### config.mk
export PLATFORM = sky130hd
export DESIGN_NAME = branch_history_ctrl
export DESIGN_NICKNAME = d
export VERILOG_FILES = /design/src/rtl/branch_history_ctrl.sv
export SDC_FILE = /design/constraint.sdc
export NUM_CORES = 1
export LEC_CHECK = 0
export CELL_PAD_IN_SITES_DETAIL_PLACEMENT = 1
export CELL_PAD_IN_SITES_GLOBAL_PLACEMENT = 2
export CORE_MARGIN = 4
export CORE_UTILIZATION = 34
export CTS_BUF_LIST = sky130_fd_sc_hd__clkbuf_16
export DETAILED_ROUTE_END_ITERATION = 10
export PLACE_DENSITY = 0.76
export SKIP_CTS_REPAIR_TIMING = 1
export SYNTH_ARGS = -nofsm -noshare
export SYNTH_HDL_FRONTEND = slang
export SYNTH_SLANG_ARGS = --single-unit
export TNS_END_PERCENT = 30
### constraint.sdc
create_clock -name clk -period 2.55 [get_ports clk]
set_input_delay 0.51 -clock clk [delete_from_list [all_inputs] [get_ports clk]]
set_output_delay 0.51 -clock clk [all_outputs]
set_load 0.1 [all_outputs]
### src/rtl/branch_history_ctrl.sv
// Branch predictor controller: 2-bit saturating counter table indexed by PC bits,
// mispredict flush/pc-select generation, table-clear sweep and mispredict statistics.
//
// state | meaning
// IDLE  | normal predict/train operation
// CLEAR | sweeping table entries back to INIT_CNT, one per cycle
module branch_history_ctrl #(
  parameter int unsigned IDX_W    = 4,
  parameter logic [1:0]  INIT_CNT = 2'b01,
  parameter int unsigned CNT_W    = 16
) (
  input  logic             clk,
  input  logic             rst_n,
  input  logic             pred_valid,
  input  logic [IDX_W-1:0] pred_idx,
  output logic             pred_taken,
  input  logic             res_valid,
  input  logic [IDX_W-1:0] res_idx,
  input  logic             res_taken,
  input  logic             res_pred,
  output logic             flush,
  output logic             pc_sel,
  input  logic             clr_req,
  output logic             busy,
  output logic [CNT_W-1:0] mispred
);

  localparam int unsigned DEPTH = 2 ** IDX_W;

  typedef enum logic {
    IDLE  = 1'b0,
    CLEAR = 1'b1
  } state_t;

  state_t                    state_q, state_d;
  logic [IDX_W-1:0]          ptr_q, ptr_d;
  logic [DEPTH-1:0][1:0]     tbl_q, tbl_d;
  logic                      flush_q, flush_d;
  logic                      pc_sel_q, pc_sel_d;
  logic [CNT_W-1:0]          mispred_q, mispred_d;
  logic                      mismatch;

  assign mismatch = res_valid & (res_taken ^ res_pred);

  always_ff @(posedge clk or negedge rst_n) begin
    if (!rst_n) begin
      state_q   <= IDLE;
      ptr_q     <= '0;
      tbl_q     <= {DEPTH{INIT_CNT}};
      flush_q   <= 1'b0;
      pc_sel_q  <= 1'b0;
      mispred_q <= '0;
    end else begin
      state_q   <= state_d;
      ptr_q     <= ptr_d;
      tbl_q     <= tbl_d;
      flush_q   <= flush_d;
      pc_sel_q  <= pc_sel_d;
      mispred_q <= mispred_d;
    end
  end

  // A clear request mid-sweep still writes the current entry, then restarts at 0.
  always_comb begin
    state_d = state_q;
    ptr_d   = ptr_q;
    case (state_q)
      IDLE: begin
        if (clr_req) begin
          state_d = CLEAR;
          ptr_d   = '0;
        end
      end
      CLEAR: begin
        if (clr_req) begin
          ptr_d = '0;
        end else if (ptr_q == '1) begin
          state_d = IDLE;
        end else begin
          ptr_d = ptr_q + 1'b1;
        end
      end
      default: begin
        state_d = IDLE;
        ptr_d   = '0;
      end
    endcase
  end

  // Training is dropped while sweeping so the sweep never races an update.
  always_comb begin
    tbl_d = tbl_q;
    if (state_q == CLEAR) begin
      tbl_d[ptr_q] = INIT_CNT;
    end else if (res_valid) begin
      if (res_taken && (tbl_q[res_idx] != 2'b11)) begin
        tbl_d[res_idx] = tbl_q[res_idx] + 2'd1;
      end else if (!res_taken && (tbl_q[res_idx] != 2'b00)) begin
        tbl_d[res_idx] = tbl_q[res_idx] - 2'd1;
      end
    end
  end

  always_comb begin
    flush_d   = mismatch;
    pc_sel_d  = mismatch & res_taken;
    mispred_d = mispred_q;
    if (mismatch && (mispred_q != '1)) begin
      mispred_d = mispred_q + 1'b1;
    end
  end

  assign pred_taken = pred_valid & (state_q == IDLE) & tbl_q[pred_idx][1];
  assign flush      = flush_q;
  assign pc_sel     = pc_sel_q;
  assign busy       = (state_q == CLEAR);
  assign mispred    = mispred_q;

endmodule

; After elaboration in Yosys (flattened, before gate mapping)
; Cells that the tools add are included.
; Widths: inputs -> output; s select.
[word_totals]
reg_bits = 55
in_bits = 15
word_cells = 77
[op_classes]
reduce_logical = 11
addsub = 4
n_eq_ne = 5
n_mux = 22
order_cmp = 5
bitwise = 9
[op_table]
columns = cell, count
row1 = $mux 32, 4
row2 = $bwmux 32, 2
row3 = $add 16x1->16 const B, 1
row4 = $and 16x16->16, 1
row5 = $bmux 2 s4, 2
row6 = $demux 2 s4, 2
row7 = $ne 16x16->1 const B, 1
row8 = $not 16->16, 1
row9 = $or 16x16->16, 1
row10 = $lt 4x5->1 const B, 3
row11 = $mux 4, 3
row12 = $ge 4x1->1 const B, 2
row13 = $mux 2, 4
row14 = $pmux 4 s2, 1
row15 = $logic_and 1x1->1, 5
row16 = $add 4x1->4 const B, 1
row17 = $and 1x1->1, 4
row18 = $eq 4x4->1 const B, 1
row19 = $ne 2x2->1 const B, 2
row20 = $reduce_and 2->1, 2
row21 = $reduce_bool 2->1, 2
row22 = $mux 1, 3
row23 = $ne 3x3->1 const B, 1
row24 = $reduce_bool 3->1, 1
row25 = 6 further kinds, 6

; Depth between registers and ports, before layout
; Gate-level depths: netlist of run 1.
[logic_depth]
depth_word = 9
mapped_depth = 9

; Worst setup path after synthesis of run 1
; No wires, ideal clock.
[synth_timing]
path_kind = input-to-reg
from = in res_idx[0]
to = reg tbl_q[11] (netlist name)
setup_ns = 0.139
n_path_buf = 2
setup_slack_ns = -0.351
t_arrival_ns = 2.763
required_time_ns = 2.411
cell_stages = 8
cell_sequence = buf_6 > mux4_2 > mux4_2 > ha_1 > nand2b_1 > xnor2_1 > clkbuf_1 > mux2i_1
[synth_via]
elab_chain_len = 9
elab_cells_between_ends = 21
classes_between = add/sub (2) / order compare (2) / eq/ne (1) / mux (10) / reduce/logical (6)
[synth_rtl]
columns = element, line
row1 = start: declaration, 18  ; input logic [IDX_W-1:0] res_idx,
row2 = $lt 4x5->1 (implied by the code) or $ge 4x1->1 (tied branches), "97, 99"
row3 = $logic_and 1x1->1 (implied by the code), "97, 99"
row4 = $mux 2 (implied by the code), "97, 99"
row5 = $demux 2 s4, "97, 99"
row6 = $bwmux 32, 99  ; tbl_d[res_idx] = tbl_q[res_idx] - 2'd1;
row7 = $mux 32, 98  ; end else if (!res_taken && (tbl_q[res_idx] != 2'b00)) begin
row8 = $mux 32, 96  ; if (res_taken && (tbl_q[res_idx] != 2'b11)) begin
row9 = $mux 32, 95  ; end else if (res_valid) begin
row10 = $mux 32, 93  ; if (state_q == CLEAR) begin
row11 = end signal: assignment, 49  ; tbl_q <= {DEPTH{INIT_CNT}};
row12 = end signal: assignment, 56  ; tbl_q <= tbl_d;
row13 = end: declaration, 37  ; logic [DEPTH-1:0][1:0] tbl_q, tbl_d;
; Parallel ways exist; a longest one is shown, timed or not. The select of a mux whose other input is x is not followed.
; A chain may end at the register's enable or synchronous reset.

; Final worst setup path of run 1
[layout_timing]
from = in res_idx[0]
to = reg tbl_q[17] (netlist name)
; The elaborated chain is that of the path after synthesis.

==> results of run 1 <==
[layout make-up]
class                      instances  area [um^2]  area share, %
inverter                           8         30.0          0.736
sequential                        55         1400           34.2
tap                              108          135           3.31
clock inverter                     3         42.5           1.04
clock buffer                       5          125           3.07
timing repair buffer              66          631           15.5
multi-input combinational        201         1720           42.1
[per-stage QoR]
stage / hold WS [ns] / total power [uW] / setup WS (ns) / area (um^2)
3_5_place_dp: 0.504 / 2140 / -1.06 / 3790
3_3_place_gp: 0.498 / 2120 / -1.04 / 3790
6_report: 0.338 / 2950 / -0.229 / 4080
4_1_cts: 0.390 / 2940 / -0.852 / 3950
5_1_grt: 0.413 / 3080 / -0.281 / 4080
2_1_floorplan: 0.214 / 1800 / -0.186 / 3160
[Yosys cell counts, types with 2 or more instances]
cell      number  share of area, %
a31oi_1       11               2.2
o21ai_0       16               2.6
a21oi_1        2              0.32
and3_1         3              0.60
mux2i_1       33                11
nand2b_1       5               1.0
nor3_1         8               1.3
nor3b_1        2              0.48
xor2_1        14               3.9
nand3_1       11               1.8
nand3b_1       2              0.48
nor2b_1        2              0.40
nand4b_1       3              0.85
clkbuf_1       6              0.72
and4_1         2              0.56
inv_1          7              0.85
nor4_1         5               1.0
dfstp_2       16                14
mux2_2         2              0.72
xnor2_1        4               1.1
nor2_1        28               3.4
ha_1           7               2.8
mux4_2         8               5.8
nand2_1       13               1.6
mux4_1         7               5.9
dfrtp_1       39                31
nand4_1        6               1.2
[cells by family after synthesis]
logic type      synth area share (%)
compound gates                  5.11
simple gates                    16.9
buf+inv                         2.05
fa+ha+maj                       2.82
flops                           44.9
mux                             23.1
xor+xnor                        5.07
[power breakdown]
group | switching [uW] | total [uW] | internal (uW)
registers | 124 | 1100 | 978
logic | 717 | 1050 | 334
clock network | 333 | 798 | 465
[worst max path at each step]
stage                      endpoint  slack, ns  cells after the start
after detailed placement  tbl_q[22]      -1.06                      9
after global placement    tbl_q[22]      -1.04                      9
after CTS                 tbl_q[22]      -0.85                      9
after floorplan            tbl_q[7]      -0.19                      8
final                     tbl_q[17]      -0.23                     10
after global routing      tbl_q[19]      -0.28                     10
[registers in the layout, indices dropped and copies added (netlist names)]
name     flops
busy         1
flush        1
mispred     16
pc_sel       1
ptr_q        4
tbl_q       32
[critical path: stages]
cell	delay (ns)
buf_8	0.08
buf_12	0.13
mux4_2	0.53
mux4_2	0.53
ha_4	0.19
mux2i_4	0.18
nand4b_1	0.24
buf_6	0.22
nor2_4	0.11
mux2i_2	0.24
[layer usage]
metal,up-vias,track usage [%],part of all wire [%]
met5,-,0,0
met3,8,2.92,4.1
met4,0,3.51,1.2
met1,1263,23.9,47
li1,1136,-,-
met2,56,27.2,48
==> results by group, run 1 <==
Synthesis
  • Count of cell types in the netlist: 36
  • Syn nets: 293
  • Cell Area, Synth: 0.00311 mm^2
  • Ys flop type: dfrtp_1
  • FF+latch count, synth: 55
  • Cells after synthesis: 271
  • Async S/R FF share, synth: 100%
  • Number of flops mapped to enable cells by yosys: 0
  • Avg Synthesized Cell Area: 11.5 um^2
  • Synth Warn #: 0
  • Post-synthesis sequential area ratio: 44.9%

Timing
  • RSZ-0062 raised after global routing: yes
  • Final Cycle Share: 109%
  • Setup violations, final: 33
  • Final Hold Fails: 0
  • Final worst slack: -0.229 ns
  • Worst-Margin Slew: 0.733 ns
  • Setup TNS: -3.94 ns
  • Tmin final: 2.78 ns
  • Setup Skew: 0.00589 ns
  • F_max: 0.360 GHz
  • Rel. slew slack: 51.1%
  • Max-slew violations: 0

CTS
  • H-tree levels: 2
  • Clock Tree Root: clkbuf_16
  • Clock latency on the worst-skew pair: 0.29 ns
  • Clock Sinks: 55
  • CTS tree: done
  • CTS clk-pin slew, worst paths: 0.08 ns
  • CTS max path bufs: 2
  • CTS Buf Count: 5

Detailed routing
  • DR vias: 2463
  • Via/cell ratio: 5.52
  • Routed WL: 8950 um
  • WL/cell: 20.1 um
  • First drt pass iteration count: 4
  • Initial DRC count: 91
  • Antenna viol nets, final: 0
  • Post-route DRC: 0

Pwr
  • P_leak: 0.00171 uW
  • Pwr Density: 724 mW/mm^2
  • VDD IR max: 0.372 mV

Layout
  • Nets@finish: 359
  • Most common cell after layout, fill and taps aside: buf_4
  • Share of cells above drive strength 1: 34.0%
  • Final Core Density: 46.3%
  • Synth-to-Final Area Change: 31.2%
  • Fill count: 937
  • Commonest cells after routing, fill and taps aside: buf_4 (44), dfrtp_1 (39), mux2i_1 (31)
  • Number of diodes: 0
  • Cell Count, Final, Fillers Out: 446

Placement
  • Half-perimeter wire length after placement: 6330 um
  • I/O Buffers: 34
  • Placer Congestion: 0.851
  • Post-Place Cells: 434

Floorplanning
  • Io pins: 35
  • Cell row count: 34
  • Core area: 0.00881 mm^2
  • Initial Util: 35.3%
  • Die X-Extent: 104 um
  • Die extent in y: 104 um
  • Die Footprint: 0.0107 mm^2

Job
  • Max cap viols: 0

Setup path
  • Setup crit start: res_idx[0]
  • Endpoint arrival time on the critical path: 2.99 ns
  • Crit Path Class: in -> reg
  • Req. time, crit path: 2.76 ns
  • Max FO, Critical Path: 7
  • CP endpoint kind: flip-flop
  • R2r endpoint: tbl_q[17]
  • R2R cell count: 8
  • Reg2Reg Setup Slack: -0.15 ns
  • Worst R2R Start: tbl_q[31]
  • CP startpoint kind: input port

Status
  • Violated checks: setup timing
  • Run status: finished, violations left

Hold path
  • Hold/Removal Path Class: in -> async

Global route
  • First-pass GRT wire length: 14700 um
  • Total GRT Usage: 16.8%
  • Vias in the first global route: 2620
  • Initial antenna violation count: 0
  • Remaining Overflow, GRT: 0
  • Largest net degree at the start of global routing: 56
Note: power is estimated with default switching activity, not from simulation.
==> run 2, diff against run 1 <==
--- a/config.mk
+++ b/config.mk
@@ -8,10 +8,11 @@
 export CELL_PAD_IN_SITES_DETAIL_PLACEMENT = 1
 export CELL_PAD_IN_SITES_GLOBAL_PLACEMENT = 2
 export CORE_MARGIN = 4
-export CORE_UTILIZATION = 34
+export CORE_UTILIZATION = 38
 export CTS_BUF_LIST = sky130_fd_sc_hd__clkbuf_16
 export DETAILED_ROUTE_END_ITERATION = 10
-export PLACE_DENSITY = 0.76
+export DONT_BUFFER_PORTS = 1
+export PLACE_DENSITY = 0.75
 export SKIP_CTS_REPAIR_TIMING = 1
 export SYNTH_ARGS = -nofsm -noshare
 export SYNTH_HDL_FRONTEND = slang
==> run 2 against run 1 <==
The flow still finishes with violations (setup timing). First-iteration DRC count up 7.7%. Critical endpoint is now pred_taken. Worst hold slack worse by 0.28 ns. Via count decreased by 3.4%. Register-to-register slack improved by 0.06 ns. Critical path depth is 5 lower. Highest routed layer unchanged. Power fell by 2.1%. Critical path type is now reg -> out. Sequential share of layout area increased by 2.4 points.
==> results by group, run 2 (same netlist as run 1, synthesis figures left out) <==
Floorplanning
  • Die X-Extent: 98.4 um (was 104 um)
  • Initial Util: 39.6% (was 35.3%)
  • Core area: 0.00785 mm^2 (was 0.00881 mm^2)
  • Die Footprint: 0.00969 mm^2 (was 0.0107 mm^2)
  • Cell row count: 32 (was 34)
  • Io pins: 35 (unchanged)
  • Die extent in y: 98.4 um (was 104 um)

Layout
  • Synth-to-Final Area Change: 22.8% (was 31.2%)
  • Nets@finish: 335 (was 359)
  • Share of cells above drive strength 1: 33.8% (was 34.0%)
  • Final instance area: 0.00382 mm^2 (was 0.00408 mm^2)
  • Number of diodes: 0 (unchanged)
  • Commonest cells after routing, fill and taps aside: dfrtp_1 (38), buf_4 (37), mux2i_1 (32) (was buf_4 (44), dfrtp_1 (39), mux2i_1 (31))
  • Most common cell after layout, fill and taps aside: dfrtp_1 (was buf_4)
  • Biggest register: tbl_q (unchanged)
  • Cell Count, Final, Fillers Out: 416 (was 446)
  • Max FFs per register: 32 (unchanged)

Detailed routing
  • Antenna viol nets, final: 0 (unchanged)
  • Initial DRC count: 98 (was 91)
  • First drt pass iteration count: 4 (unchanged)
  • Post-route DRC: 0 (unchanged)
  • Via/cell ratio: 5.72 (was 5.52)
  • WL/cell: 21.4 um (was 20.1 um)
  • DR vias: 2380 (was 2463)
  • Routed WL: 8920 um (was 8950 um)

Setup path
  • CP endpoint kind: primary output (was flip-flop)
  • Crit Path Class: reg -> out (was in -> reg)
  • CP top delay family: multiplexers (unchanged)
  • R2r endpoint: tbl_q[31] (was tbl_q[17])
  • CP max stage delay: 0.50 ns (was 0.53 ns)
  • Critical Path Slowest Stage Cell: mux4_2 (unchanged)
  • Endpoint arrival time on the critical path: 2.17 ns (was 2.99 ns)
  • Worst R2R Start: tbl_q[30] (was tbl_q[31])
  • Crit path buffers/inverters: 2 (was 3)
  • Cells along the critical path: buf_4 -> mux4_2 -> mux4_2 -> and3b_2 -> buf_12 (was buf_8 -> buf_12 -> mux4_2 -> mux4_2 -> ha_4 -> mux2i_4 -> nand4b_1 -> buf_6 -> nor2_4 -> mux2i_2)
  • Reg2Reg Setup Slack: -0.09 ns (was -0.15 ns)
  • Worst path most repeated cell: mux4_2 (unchanged)
  • R2R cell count: 7 (was 8)
  • Max FO, Critical Path: 2 (was 7)
  • Req. time, crit path: 2.04 ns (was 2.76 ns)
  • CP startpoint kind: flip-flop (was input port)

CTS
  • CTS Buf Count: 5 (unchanged)
  • CTS tree: done (unchanged)
  • Clock Sinks: 55 (unchanged)
  • Clock latency on the worst-skew pair: 0.29 ns (about the same)
  • CTS clk-pin slew, worst paths: 0.08 ns (about the same)
  • CTS max path bufs: 2 (unchanged)
  • Clock Tree Root: clkbuf_16 (unchanged)
  • H-tree levels: 2 (unchanged)

Placement
  • Placer Congestion: 0.786 (was 0.851)
  • Pre-CTS WS: -0.452 ns (was -1.06 ns)
  • I/O Buffers: 0 (was 34)
  • Half-perimeter wire length after placement: 6330 um (about the same)
  • Post-Place Cells: 402 (was 434)
  • DP Area: 0.00352 mm^2 (was 0.00379 mm^2)

Timing
  • Worst hold slack: 0.0550 ns (was 0.338 ns)
  • Tmin final: 2.68 ns (was 2.78 ns)
  • Worst-Margin Slew: 0.877 ns (was 0.733 ns)
  • RSZ-0062 raised after global routing: yes (unchanged)
  • Rel. slew slack: 41.5% (was 51.1%)
  • Max-slew violations: 0 (unchanged)
  • Final Cycle Share: 105% (was 109%)
  • Final worst slack: -0.127 ns (was -0.229 ns)
  • F_max: 0.374 GHz (was 0.360 GHz)
  • Final Hold Fails: 0 (unchanged)
  • Setup Skew: 0.00608 ns (was 0.00589 ns)
  • Setup violations, final: 18 (was 33)

Job
  • Max cap viols: 0 (unchanged)

Global route
  • Largest net degree at the start of global routing: 56 (unchanged)
  • Remaining Overflow, GRT: 0 (unchanged)
  • Vias in the first global route: 2519 (was 2620)
  • Initial antenna violation count: 0 (unchanged)
  • First-pass GRT wire length: 14100 um (was 14700 um)
  • Total GRT Usage: 18.4% (was 16.8%)

Pwr
  • Pwr Density: 757 mW/mm^2 (was 724 mW/mm^2)
  • Total power: 2890 uW (was 2950 uW)
  • VDD IR max: 0.363 mV (was 0.372 mV)
  • P_leak: 0.00156 uW (was 0.00171 uW)

Hold path
  • Hold/Removal Path Class: in -> async (unchanged)

Status
  • Run status: finished, violations left (unchanged)
  • Violated checks: setup timing (unchanged)
==> run 2: cell types whose count changed in the layout (fill, tap and decap cells not counted), moves of 2 or more <==
cell and change:
dlymetal6s2s_1 -3, nor2_4 +4, buf_12 -3, clkdlybuf4s50_1 -9, nor2_1 -2, clkbuf_16 -2, buf_4 -7, nor2_2 -2
==> run 2: final cells by class <==
cell class                 instances  area [um^2]
clock buffer                       5          125
clock inverter                     3         43.8
fill                             862         4030
inverter                           8         30.0
multi-input combinational        201         1730
sequential                        55         1400
tap                              102          128
timing repair buffer              42          359
==> run 2: per-layer routing <==
layer,GRT usage (%),up-vias,wire length [um],share of wire (%)
li1,-,1092,-,-
met1,24.0,1217,3940,44
met2,31.0,61,4430,50
met3,3.89,10,381,4.3
met4,4.83,0,162,1.8
met5,0,-,0,0
==> run 2: how the worst max path moves through the flow <==
stage | startpoint | to | slack [ns] | cells past startpoint
6_report | tbl_q[13] | pred_taken | -0.13 | 5
5_1_grt | tbl_q[11] | tbl_q[24] | -0.21 | 8
4_1_cts | tbl_q[18] | tbl_q[23] | -0.33 | 7
3_5_place_dp | res_idx[0] | tbl_q[23] | -0.45 | 7
3_3_place_gp | res_idx[0] | tbl_q[22] | -0.36 | 7
2_1_floorplan | res_idx[0] | tbl_q[7] | -0.19 | 8
==> run 2: metrics by stage <==
stage	TNS [ns]	utilization (%)
3_3_place_gp	-8.05	44.8
6_report	-1.06	48.6
5_1_grt	-3.11	48.6
2_1_floorplan	-4.57	-
4_1_cts	-4.86	47.0
3_5_place_dp	-9.90	44.8
==> run 2: worst register-to-register path, delay by kind of cell, from the launching register on <==
kind          cells  cell delay (ns)
mux               4             1.45
simple gates      2             0.54
flops             1             0.38
fa+ha+maj         1             0.20
==> run 2: where the power goes <==
group / switching [uW] / internal, uW
registers: 131 / 977
clock network: 330 / 464
logic: 678 / 306
==> run 3, diff against run 2 <==
--- a/config.mk
+++ b/config.mk
@@ -8,7 +8,7 @@
 export CELL_PAD_IN_SITES_DETAIL_PLACEMENT = 1
 export CELL_PAD_IN_SITES_GLOBAL_PLACEMENT = 2
 export CORE_MARGIN = 4
-export CORE_UTILIZATION = 38
+export CORE_UTILIZATION = 40
 export CTS_BUF_LIST = sky130_fd_sc_hd__clkbuf_16
 export DETAILED_ROUTE_END_ITERATION = 10
 export DONT_BUFFER_PORTS = 1
==> constraint.sdc (replaced) <==
create_clock -name clk -period 2.87 [get_ports clk]
set_input_delay 0.574 -clock clk [delete_from_list [all_inputs] [get_ports clk]]
set_output_delay 0.574 -clock clk [all_outputs]
set_load 0.1 [all_outputs]
==> run 3 against run 2 <==
Worst hold slack better by 0.066 ns. Die area down 4.6%. Worst setup slack better by 0.16 ns. Sequential share of layout area up 2.1 points. Design area down 5.4%. Critical path depth up 3. Combinational power down 17%. Routed wire length down 2.3%. Power down 14%. The flow now finishes without violations. Global-route usage up 1.8 points. First-iteration DRC count up 16%. Clock skew up 0.0017 ns. Largest cell class unchanged.
==> results by group, run 3 (same netlist as run 1, synthesis figures left out) <==
Setup path
  • Req. time, crit path: 3.07 ns (was 2.04 ns)
  • Crit path buffers/inverters: 1 (was 2)
  • CP top delay family: multiplexers (unchanged)
  • Critical Path Slowest Stage Cell: mux4_1 (was mux4_2)
  • CP startpoint kind: flip-flop (unchanged)
  • CP max stage delay: 0.56 ns (was 0.50 ns)
  • Worst R2R Start: tbl_q[27] (was tbl_q[30])
  • Cells along the critical path: mux4_1 -> mux4_2 -> ha_2 -> mux2i_1 -> buf_4 -> nand4b_1 -> nor2_2 -> mux2i_1 (was buf_4 -> mux4_2 -> mux4_2 -> and3b_2 -> buf_12)
  • R2r endpoint: tbl_q[8] (was tbl_q[31])
  • Crit Path Class: reg -> reg (was reg -> out)
  • CP endpoint kind: flip-flop (was primary output)
  • Worst path most repeated cell: mux2i_1 (was mux4_2)
  • Endpoint arrival time on the critical path: 3.04 ns (was 2.17 ns)
  • Reg2Reg Setup Slack: 0.03 ns (was -0.09 ns)
  • Max FO, Critical Path: 4 (was 2)
  • R2R cell count: 8 (was 7)

Placement
  • Placer Congestion: 0.809 (was 0.786)
  • Pre-CTS WS: -0.127 ns (was -0.452 ns)
  • DP Area: 0.00342 mm^2 (was 0.00352 mm^2)
  • I/O Buffers: 0 (unchanged)
  • Half-perimeter wire length after placement: 6080 um (was 6330 um)

Layout
  • Synth-to-Final Area Change: 16.1% (was 22.8%)
  • Commonest cells after routing, fill and taps aside: dfrtp_1 (39), mux2i_1 (33), buf_4 (28) (was dfrtp_1 (38), buf_4 (37), mux2i_1 (32))
  • Biggest register: tbl_q (unchanged)
  • Share of cells above drive strength 1: 23.7% (was 33.8%)
  • Final instance area: 0.00361 mm^2 (was 0.00382 mm^2)
  • Nets@finish: 322 (was 335)
  • Max FFs per register: 32 (unchanged)
  • Number of diodes: 0 (unchanged)
  • Most common cell after layout, fill and taps aside: dfrtp_1 (unchanged)
  • Final Core Density: 48.7% (was 48.6%)

CTS
  • CTS max path bufs: 2 (unchanged)
  • CTS Buf Count: 5 (unchanged)
  • CTS clk-pin slew, worst paths: 0.07 ns (was 0.08 ns)
  • Clock Sinks: 55 (unchanged)
  • Clock Tree Root: clkbuf_16 (unchanged)
  • Clock latency on the worst-skew pair: 0.29 ns (about the same)
  • H-tree levels: 2 (unchanged)
  • CTS tree: done (unchanged)

Timing
  • Tmin final: 2.84 ns
  • Final Cycle Share: 98.8%
  • Rel. slew slack: 42.4% (was 41.5%)
  • Final worst slack: 0.0349 ns (was -0.127 ns)
  • Worst-Margin Slew: 0.864 ns (was 0.877 ns)
  • F_max: 0.353 GHz
  • RSZ-0062 raised after global routing: yes (unchanged)
  • Setup violations, final: 0 (was 18)
  • Setup TNS: 0 ns (was -1.06 ns)
  • Max-slew violations: 0 (unchanged)
  • Setup Skew: 0.00778 ns (was 0.00608 ns)
  • Final Hold Fails: 0 (unchanged)

Pwr
  • VDD IR max: 0.463 mV (was 0.363 mV)
  • P_leak: 0.00150 uW (was 0.00156 uW)
  • Pwr Density: 685 mW/mm^2 (was 757 mW/mm^2)

Detailed routing
  • Routed WL: 8710 um (was 8920 um)
  • Antenna viol nets, final: 0 (unchanged)
  • Post-route DRC: 0 (unchanged)
  • Initial DRC count: 114 (was 98)
  • Via/cell ratio: 5.88 (was 5.72)
  • WL/cell: 21.8 um (was 21.4 um)
  • First drt pass iteration count: 4 (unchanged)
  • DR vias: 2347 (was 2380)

Global route
  • Initial antenna violation count: 0 (unchanged)
  • Vias in the first global route: 2523 (was 2519)
  • Largest net degree at the start of global routing: 56 (unchanged)
  • Remaining Overflow, GRT: 0 (unchanged)
  • First-pass GRT wire length: 13900 um (was 14100 um)
  • Total GRT Usage: 20.1% (was 18.4%)

Status
  • Run status: complete, no violations (was finished, violations left)

Job
  • Max cap viols: 0 (unchanged)

Floorplanning
  • Initial Util: 42.0% (was 39.6%)
  • Die Footprint: 0.00924 mm^2 (was 0.00969 mm^2)
  • Die extent in y: 96.1 um (was 98.4 um)
  • Die X-Extent: 96.1 um (was 98.4 um)
  • Cell row count: 31 (was 32)
  • Io pins: 35 (unchanged)
  • Core area: 0.00741 mm^2 (was 0.00785 mm^2)

Hold path
  • Hold/Removal Path Class: in -> async (unchanged)
## run 3: area by class of cell
type / count / area (um^2)
clock buffer: 5 / 125
clock inverter: 2 / 33.8
fill: 817 / 3800
inverter: 8 / 30.0
multi-input combinational: 201 / 1660
sequential: 55 / 1400
tap: 99 / 124
timing repair buffer: 29 / 238
## run 3: report_power, final
part	switching, uW	internal [uW]
Sequential	115	869
Clock	268	404
Combinational	594	221
Total	977	1490
## run 3: metrics by stage
| step | std cells | hold slack [ns] | total power, uW |
|---|---|---|---|
| after floorplan | 271 | 0.278 | 1590 |
| after global routing | 399 | 0.103 | 2590 |
| after CTS | 398 | -0.0319 | 2470 |
| final | 399 | 0.121 | 2470 |
| after global placement | 391 | 0.280 | 1780 |
| after detailed placement | 391 | 0.280 | 1790 |
## run 3: worst max path at each step
stage,start,endpoint,slack [ns],depth (start not counted)
6_report,tbl_q[27],tbl_q[8],0.03,8
5_1_grt,tbl_q[2],tbl_q[8],-0.07,8
4_1_cts,tbl_q[27],tbl_q[8],0.10,8
3_5_place_dp,res_idx[0],tbl_q[22],-0.13,8
3_3_place_gp,res_idx[0],tbl_q[22],-0.14,8
2_1_floorplan,res_idx[0],tbl_q[7],0.01,8
## run 3: metal layers
layer	share of wire [%]	wire length, um	up-vias	track usage, %
met5	0	0	-	0
met4	0.65	57	0	3.91
li1	-	-	1069	-
met2	49	4270	48	31.3
met1	46	4000	1226	29.1
met3	4.4	385	4	3.99
